**config.mk**
```make
export PLATFORM = sky130hd
export DESIGN_NAME = axis_pattern_gen
export DESIGN_NICKNAME = d
export VERILOG_FILES = /design/src/rtl/axis_pattern_gen.sv
export SDC_FILE = /design/constraint.sdc
export NUM_CORES = 1
export LEC_CHECK = 0
export ABC_AREA = 1
export CAP_MARGIN = 15
export CORE_MARGIN = 3
export CORE_UTILIZATION = 45
export CTS_BUF_LIST = sky130_fd_sc_hd__clkbuf_4
export CTS_CLUSTER_DIAMETER = 150
export CTS_CLUSTER_SIZE = 28
export DETAILED_ROUTE_END_ITERATION = 16
export PLACE_DENSITY = 0.66
export SYNTH_ARGS = -nofsm -noshare
export SYNTH_HDL_FRONTEND = slang
export SYNTH_SLANG_ARGS = --single-unit
```
**constraint.sdc**
```tcl
create_clock -name clk -period 5.2 [get_ports clk]
set_clock_uncertainty 0.2 [all_clocks]
set_input_delay 0.78 -clock clk [delete_from_list [all_inputs] [get_ports clk]]
set_output_delay 0.78 -clock clk [all_outputs]
set_load 0.02 [all_outputs]
```
**src/rtl/axis_pattern_gen.sv**
```systemverilog
// AXI4-Stream video test-pattern source: emits H_ACTIVE x V_ACTIVE frames of
// 24-bit RGB pixels (colour bars, grey ramp, checkerboard or solid colour).
module axis_pattern_gen #(
  parameter int H_ACTIVE  = 480,
  parameter int V_ACTIVE  = 272,
  parameter int FRAME_GAP = 16
) (
  input  logic        clk,
  input  logic        rst,
  input  logic        enable,
  input  logic [1:0]  mode,
  input  logic [23:0] solid_rgb,
  output logic [31:0] axis_tdata,
  output logic        axis_tvalid,
  input  logic        axis_tready,
  output logic        axis_tuser,
  output logic        axis_tlast,
  output logic [3:0]  axis_tstrb,
  output logic [15:0] frame_cnt,
  output logic        busy
);

  typedef enum logic [1:0] {IDLE, ACTIVE, GAP} state_e;

  localparam logic [15:0] X_LAST = 16'(H_ACTIVE - 1);
  localparam logic [15:0] Y_LAST = 16'(V_ACTIVE - 1);
  localparam logic [15:0] G_LAST = 16'(FRAME_GAP - 1);
  localparam logic [15:0] BAR_W  = 16'(H_ACTIVE / 8);

  state_e      state_q, state_d;
  logic [15:0] x_q, x_d, y_q, y_d;
  logic [15:0] gap_q, gap_d;
  logic [1:0]  mode_q, mode_d;
  logic [23:0] solid_q, solid_d;
  logic [7:0]  fcb_q, fcb_d;
  logic [15:0] fcnt_q, fcnt_d;
  logic [23:0] rgb_q, rgb_d;
  logic        tvalid_q, tvalid_d;
  logic        tuser_q, tuser_d;
  logic        tlast_q, tlast_d;

  logic        xfer, eol, eof, gap_done, start;
  logic [15:0] nx, ny;

  function automatic logic [23:0] pix(input logic [1:0]  m,
                                      input logic [23:0] s,
                                      input logic [7:0]  fcb,
                                      input logic [15:0] x,
                                      input logic [15:0] y);
    logic [15:0] k;
    logic [7:0]  g;
    logic [23:0] c;
    k = x / BAR_W;
    g = x[7:0] + fcb;
    c = '0;
    case (m)
      2'd0: begin
        if (k > 16'd7) k = 16'd7;
        case (k[2:0])
          3'd0:    c = 24'hFFFFFF;
          3'd1:    c = 24'hFFFF00;
          3'd2:    c = 24'h00FFFF;
          3'd3:    c = 24'h00FF00;
          3'd4:    c = 24'hFF00FF;
          3'd5:    c = 24'hFF0000;
          3'd6:    c = 24'h0000FF;
          default: c = 24'h000000;
        endcase
      end
      2'd1:    c = {g, g, g};
      2'd2:    c = (x[4] ^ y[4]) ? '1 : '0;
      default: c = s;
    endcase
    return c;
  endfunction

  assign xfer     = tvalid_q & axis_tready;
  assign eol      = (x_q == X_LAST);
  assign eof      = eol && (y_q == Y_LAST);
  assign gap_done = (gap_q == G_LAST);
  assign start    = enable && ((state_q == IDLE) || ((state_q == GAP) && gap_done));

  always_ff @(posedge clk or posedge rst) begin
    if (rst) state_q <= IDLE;
    else     state_q <= state_d;
  end

  always_comb begin
    state_d = state_q;
    case (state_q)
      IDLE:    if (enable) state_d = ACTIVE;
      ACTIVE:  if (xfer && eof) state_d = GAP;
      GAP:     if (gap_done) state_d = enable ? ACTIVE : IDLE;
      default: state_d = IDLE;
    endcase
  end

  // The pixel after the one being transferred is computed here so tdata, tuser
  // and tlast are all registered together and change only on a transfer.
  always_comb begin
    x_d      = x_q;
    y_d      = y_q;
    gap_d    = gap_q;
    mode_d   = mode_q;
    solid_d  = solid_q;
    fcb_d    = fcb_q;
    fcnt_d   = fcnt_q;
    rgb_d    = rgb_q;
    tvalid_d = tvalid_q;
    tuser_d  = tuser_q;
    tlast_d  = tlast_q;
    nx       = '0;
    ny       = '0;
    case (state_q)
      ACTIVE: begin
        if (xfer) begin
          if (eof) begin
            tvalid_d = 1'b0;
            tuser_d  = 1'b0;
            tlast_d  = 1'b0;
            fcnt_d   = fcnt_q + 16'd1;
            gap_d    = '0;
          end else begin
            nx      = eol ? '0 : x_q + 16'd1;
            ny      = eol ? y_q + 16'd1 : y_q;
            x_d     = nx;
            y_d     = ny;
            rgb_d   = pix(mode_q, solid_q, fcb_q, nx, ny);
            tuser_d = 1'b0;
            tlast_d = (nx == X_LAST);
          end
        end
      end
      GAP:     gap_d = gap_q + 16'd1;
      default: ;
    endcase
    if (start) begin
      mode_d   = mode;
      solid_d  = solid_rgb;
      fcb_d    = fcnt_q[7:0];
      x_d      = '0;
      y_d      = '0;
      rgb_d    = pix(mode, solid_rgb, fcnt_q[7:0], '0, '0);
      tvalid_d = 1'b1;
      tuser_d  = 1'b1;
      tlast_d  = 1'b0;
    end
  end

  always_ff @(posedge clk or posedge rst) begin
    if (rst) begin
      x_q      <= '0;
      y_q      <= '0;
      gap_q    <= '0;
      mode_q   <= '0;
      solid_q  <= '0;
      fcb_q    <= '0;
      fcnt_q   <= '0;
      rgb_q    <= '0;
      tvalid_q <= 1'b0;
      tuser_q  <= 1'b0;
      tlast_q  <= 1'b0;
    end else begin
      x_q      <= x_d;
      y_q      <= y_d;
      gap_q    <= gap_d;
      mode_q   <= mode_d;
      solid_q  <= solid_d;
      fcb_q    <= fcb_d;
      fcnt_q   <= fcnt_d;
      rgb_q    <= rgb_d;
      tvalid_q <= tvalid_d;
      tuser_q  <= tuser_d;
      tlast_q  <= tlast_d;
    end
  end

  assign axis_tdata  = {8'h00, rgb_q};
  assign axis_tvalid = tvalid_q;
  assign axis_tuser  = tuser_q;
  assign axis_tlast  = tlast_q;
  assign axis_tstrb  = 4'hF;
  assign frame_cnt   = fcnt_q;
  assign busy        = (state_q != IDLE);

endmodule

```
# Yosys cells after proc, flatten, opt, wreduce, memory -nomap -nowiden
# Cells that the tools add are included.
[totals]
out_inout_bits = 56
inputBits = 30
ff_bits = 127
[classes]
eq_ne = 22
n_addsub = 5
mux = 42
bitwise_logic = 2
n_reduce_logical = 22
n_div = 1
n_lt_le_gt_ge = 1
[op_table]
columns = ["operator", "n"]
rows = [
  ["$mux W16", 12],
  ["$pmux W24 S7", 1],
  ["$pmux W24 S3", 2],
  ["$mux W24", 5],
  ["$add A16 B1 Y16 const B", 4],
  ["$eq A16 B9 Y1 const B", 3],
  ["$pmux W16 S2", 1],
  ["$div A16 B6 Y16 const B", 1],
  ["$eq A16 B4 Y1 const B", 1],
  ["$gt A16 B3 Y1 const B", 1],
  ["$mux W3", 5],
  ["$reduce_and A3 Y1", 5],
  ["$mux W1", 12],
  ["$reduce_bool A2 Y1", 6],
  ["$ne A2 B2 Y1 const B", 5],
  ["$eq A3 B3 Y1 const B", 3],
  ["$add A8 B8 Y8", 1],
  ["$eq A2 B1 Y1 const B", 3],
  ["$eq A2 B2 Y1 const B", 3],
  ["$eq A3 B2 Y1 const B", 2],
  ["$logic_not A2 Y1", 3],
  ["$mux W2", 3],
  ["$pmux W2 S3", 1],
  ["$logic_and A1 B1 Y1", 4],
  ["other kinds (8)", 8],
]

# Logic depth before layout (Yosys ltp)
[logic_depth]
depth_word = 16
ltp_mapped = 51
mapped_depth_nobuf = 51

# Least setup slack after synthesis
# OpenSTA, ideal clock, no wires.
[synth_path]
path_type = "register to register"
start = "register x_q[1]"
end = "register rgb_q[2]"
period_less_slack_ns = 4.699
arrival_time_ns = 4.381
setup_ns = 0.118
path_slack_ns = 0.501
stages_incl_launch_ff = 44
path_cell_list = "dfrtp_1 > ha_1 > nand2_2 > nor2_2 > inv_2 > nor2_2 > nand2_2 > o21ai_2 > o211ai_2 > inv_1 > nand3_4 > o21ai_2 > nand2_2 > nand4_4 > nand2_4 > nand2_2 > nand2_2 > nor2_4 > [... 8 more ...] > nand2_2 > o21a_1 > nor2_2 > nand3_2 > inv_2 > nand2_2 > nand2_1 > nand2_1 > nand2_2 > o21bai_4 > nand2_2 > nand3_2 > nand3_4 > nand2_1 > nand2_1 > nand2_1 > nand2_1 > nand2_1"
[synth_between]
elab_chain_len = 16
elab_cells_between_ends = 30
[synth_rtl]
columns = ["item", "line", "rtl"]
rows = [
  ["start: declaration", "31", "logic [15:0] x_q, x_d, y_q, y_d;"],
  ["start signal: assignment", "152", "x_q <= '0;"],
  ["start signal: assignment", "164", "x_q <= x_d;"],
  ["$add A16 B1 Y16 or $eq A16 B9 Y1 (tied branches)", "124, 78", ""],
  ["$mux W16", "124", "nx = eol ? '0 : x_q + 16'd1;"],
  ["$div A16 B6 Y16", "53", "k = x / BAR_W;"],
  ["$gt A16 B3 Y1", "58", "if (k > 16'd7) k = 16'd7;"],
  ["$mux W3", "58", ""],
  ["$mux W3", "56", "case (m)"],
  ["$mux W3", "117", "if (eof) begin"],
  ["$mux W3", "116", "if (xfer) begin"],
  ["$mux W3", "114", "case (state_q)"],
  ["$eq A3 B3 Y1 (tied with other cells)", "59", "case (k[2:0])"],
  ["$pmux W24 S7", "59", ""],
  ["$pmux W24 S3", "56", ""],
  ["$mux W24", "117", ""],
  ["$mux W24", "116", ""],
  ["$mux W24", "114", ""],
  ["$mux W24", "137", "if (start) begin"],
  ["end signal: assignment", "171", "rgb_q <= rgb_d;"],
  ["end: declaration", "37", "logic [23:0] rgb_q, rgb_d;"],
]
# Parallel ways exist; a longest one is shown, timed or not. The select of a mux whose other input is x is not followed.
# A chain may end at the register's enable or synchronous reset.

# Worst setup path in the final report
[layout_path]
start = "register x_q[2]"
end = "register rgb_q[7]"
# Same word-level chain as after synthesis.

==> reports/metrics.csv <==
stage,metric,value,unit
sta,hold_viol_final,0,
grt,track_usage,22.61,%
synth,yosysMostFrequentCell,nand2_1,
die,row_count,48,
grt,grt_max_degree,75,
die,die_h,140.2,um
drt,final_antenna_net_count,0,
critical_path,crit_family,simple AND/OR/NAND/NOR gates,
grt,grt_pass1_wl,36610,um
synth,ys_warn_count,0,
final_layout,area.growth.synth_to_final,26.33,%
cts,cts_buffers,17,
synth,ys_ff_latch,127,
die,core_region_area,0.01748,mm2
cts,clock_latency,0.54,ns
critical_path,crit_path_max_fanout,8,
drt,drt_pre_antenna_iters,6,
synth,syn_area,0.008103,mm2
sta,period_share,103.8,%
critical_path,critPathMostFrequentCell,nand2_2,
synth,synth_area_leaders,"dfrtp_1 (39%), nand2_1 (14%), inv_1 (5.7%)",
synth,ys_types,58,
cts,cts_tree,built,
power,ir_drop,0.3314,mV
critical_path,critPathCaptureType,flop,
status,outcome,finished with violations,
grt,antenna_found_initial,1,
cts,cts_buffer_depth,2,
drt,viasPerCell,5.377,
power,power.density,452.7,mW/mm2
sta,holdWs,0.2814,ns
placed_design,port_buffers,73,
final_layout,nets,1261,
critical_path,max_stage_delay,0.43,ns
critical_path,crit_required,5.44,ns
sta,setup_violations,21,
sta,drv_slew,0,
synth,avgSynthCellArea,7.366,um2
synth,synth_top_area_cell,dfrtp_1,
cts,numClockSinks,127,
synth,synth_cells,1100,
drt,drc,0,
synth,synth_top_area_share,39.22,%
synth,synthTopCellsByCount,"nand2_1 (297), dfrtp_1 (127), inv_1 (124)",
drt,post_drt_wl_per_cell,15.57,um
cts,clk_pin_slew_worst_paths,0.13,ns
cts,htree_levels,4,
drt,wirelength,22690,um
grt,grt_pass1_vias,7362,
die,die_w,140.2,um
sta,setup_ws,-0.1983,ns
sta,max_freq,185.2,MHz
grt,grt_overflow,0,
power,leakage,4.995,nW
critical_path,worst-path-buf-inv,5,
synth,synthFlopType,dfrtp_1,
placed_design,dp_hpwl,15480,um
critical_path,critPathKind,flop to flop,
placed_design,place.gp.congestion,0.9781,
die,ios,86,
final_layout,design_area,0.01024,mm2
drt,vias,7835,
cts,cts-root-buf,clkbuf_4,
placed_design,post_dp_cell_area,0.009074,mm2
sta,slew_headroom,29.77,%
critical_path,crit_path_start_kind,flop,
die,die-area,0.01965,mm2
drt,drt_iter0_markers,746,
critical_path,crit_path_top_delay_cell,dfrtp_1,
sta,rsz0062_at_grt,yes,
critical_path,arrival,5.64,ns
status,violations,setup timing,
sta,setup-tns-final,-3.153,ns
min_path,hold_path.class,flop to flop,
sta,worstMarginPinSlew,1.042,ns
cts,ctsHoldBuffers,0,
sta,period_needed,5.398,ns
synth,seq_area_frac_synth,39.22,%
final_layout,fin_util,58.57,%
synth,synth_edf_count,0,
synth,synthArstFlopShare,100.0,%
final_layout,drive_above_1_share,19.25,%
die,start_util,46.36,%
run,drv_cap,0,
path summary, 6_finish.rpt:
path	startpoint	endpoint	slack (ns)	depth (start not counted)
setup reg to reg	x_q[2]	rgb_q[7]	-0.20	43
min in group asynchronous	rst	state_q[0]	0.58	2
max in group asynchronous	rst	frame_cnt[5]	3.41	3
hold reg to reg	frame_cnt[15]	frame_cnt[15]	0.28	1
setup / recovery	x_q[2]	rgb_q[7]	-0.20	43
hold / removal	frame_cnt[15]	frame_cnt[15]	0.28	1
sequential cells by signal, summed over array words and instances (netlist names):
| signal | cells |
|---|---|
| frame_cnt | 16 |
| axis_tlast | 1 |
| mode_q | 2 |
| gap_q | 16 |
| axis_tvalid | 1 |
| y_q | 16 |
| fcb_q | 8 |
| solid_q | 24 |
| rgb_q | 24 |
| state_q | 2 |
| axis_tuser | 1 |
| x_q | 16 |
kinds of logic after synthesis:
family          count (synthesis)  synth area share (%)
flops                         127                 39.22
compound gates                191                 14.81
buf+inv                       176                 9.126
fa+ha+maj                      13                 2.100
simple gates                  570                 32.38
other cells                     2               0.09268
xor+xnor                       21                 2.270
report_power, final:
part           internal [mW]  leakage [nW]  total (mW)  switching [mW]
Combinational          0.948          3.25        2.38            1.43
Clock                  0.496         0.202       0.919           0.423
Sequential              1.19          1.54        1.34           0.148
Total                   2.63          4.99        4.63            2.00
area by class of cell:
class                   instances  area (um2)
fillers                      1596        7241
well taps                     225       281.5
clock inverters                14       254.0
clock buffers                  18       135.1
diodes                          1       2.502
flip-flops and latches        127        3184
inverters                     140       534.3
multi-input cells             807        4696
repair buffers                125        1149
placed cells by master (no fill, tap or decap), types with 4 or more instances in the layout:
cell type        Yosys  final
buf_6                2      4
nor2_1             103     98
o22ai_1             20     19
o21ai_1             14     12
nand3_2             10     11
nand4_1             20     20
inv_1              124    121
dfrtp_2              0      5
conb_1               2     12
nand2_1            297    271
dfrtp_1            127    122
clkbuf_4             1     18
xor2_1              19     19
inv_2               12     12
o21ai_4              0      4
o21ai_2              7      6
o21ai_0             58     57
a21oi_1             31     28
a31oi_1             15     15
o211ai_1            16     16
nand3_4              2     12
nand2_4              5     19
nand3_1             47     36
nor4_1              12     11
buf_4               14     47
nor3_1              18     17
nand2_2             33     44
nor2_2               9      5
a221o_1              4      4
ha_1                12     11
nor2_4               3     12
clkdlybuf4s50_1      0     73
bufinv_16            0      6
nand3b_1             5      5
metal layers:
layer	wire [um]	global-route usage, %	vias up
li1	-	-	3837
met1	10470	32.19	3749
met2	10500	35.06	212
met3	1367	5.258	37
met4	348	5.507	0
met5	0	0	-
stage by stage:
stage,setup slack [ns],power (mW),std cells
2_1_floorplan,0.5006,2.645,1110
3_3_place_gp,-0.01422,3.191,1387
3_5_place_dp,-0.1475,3.207,1387
4_1_cts,-0.06019,4.328,1441
5_1_grt,-0.5595,4.935,1457
6_report,-0.1983,4.633,1457
repair_timing:
| action | CTS | global route |
|---|---|---|
| pin swaps | 36 | 42 |
| cloned | 0 | 0 |
| resized for setup | 54 | 57 |
| buffers inserted | 22 | 15 |
| endpoints found under the setup margin | 23 | 24 |
Note: power is estimated with default switching activity, not from simulation.
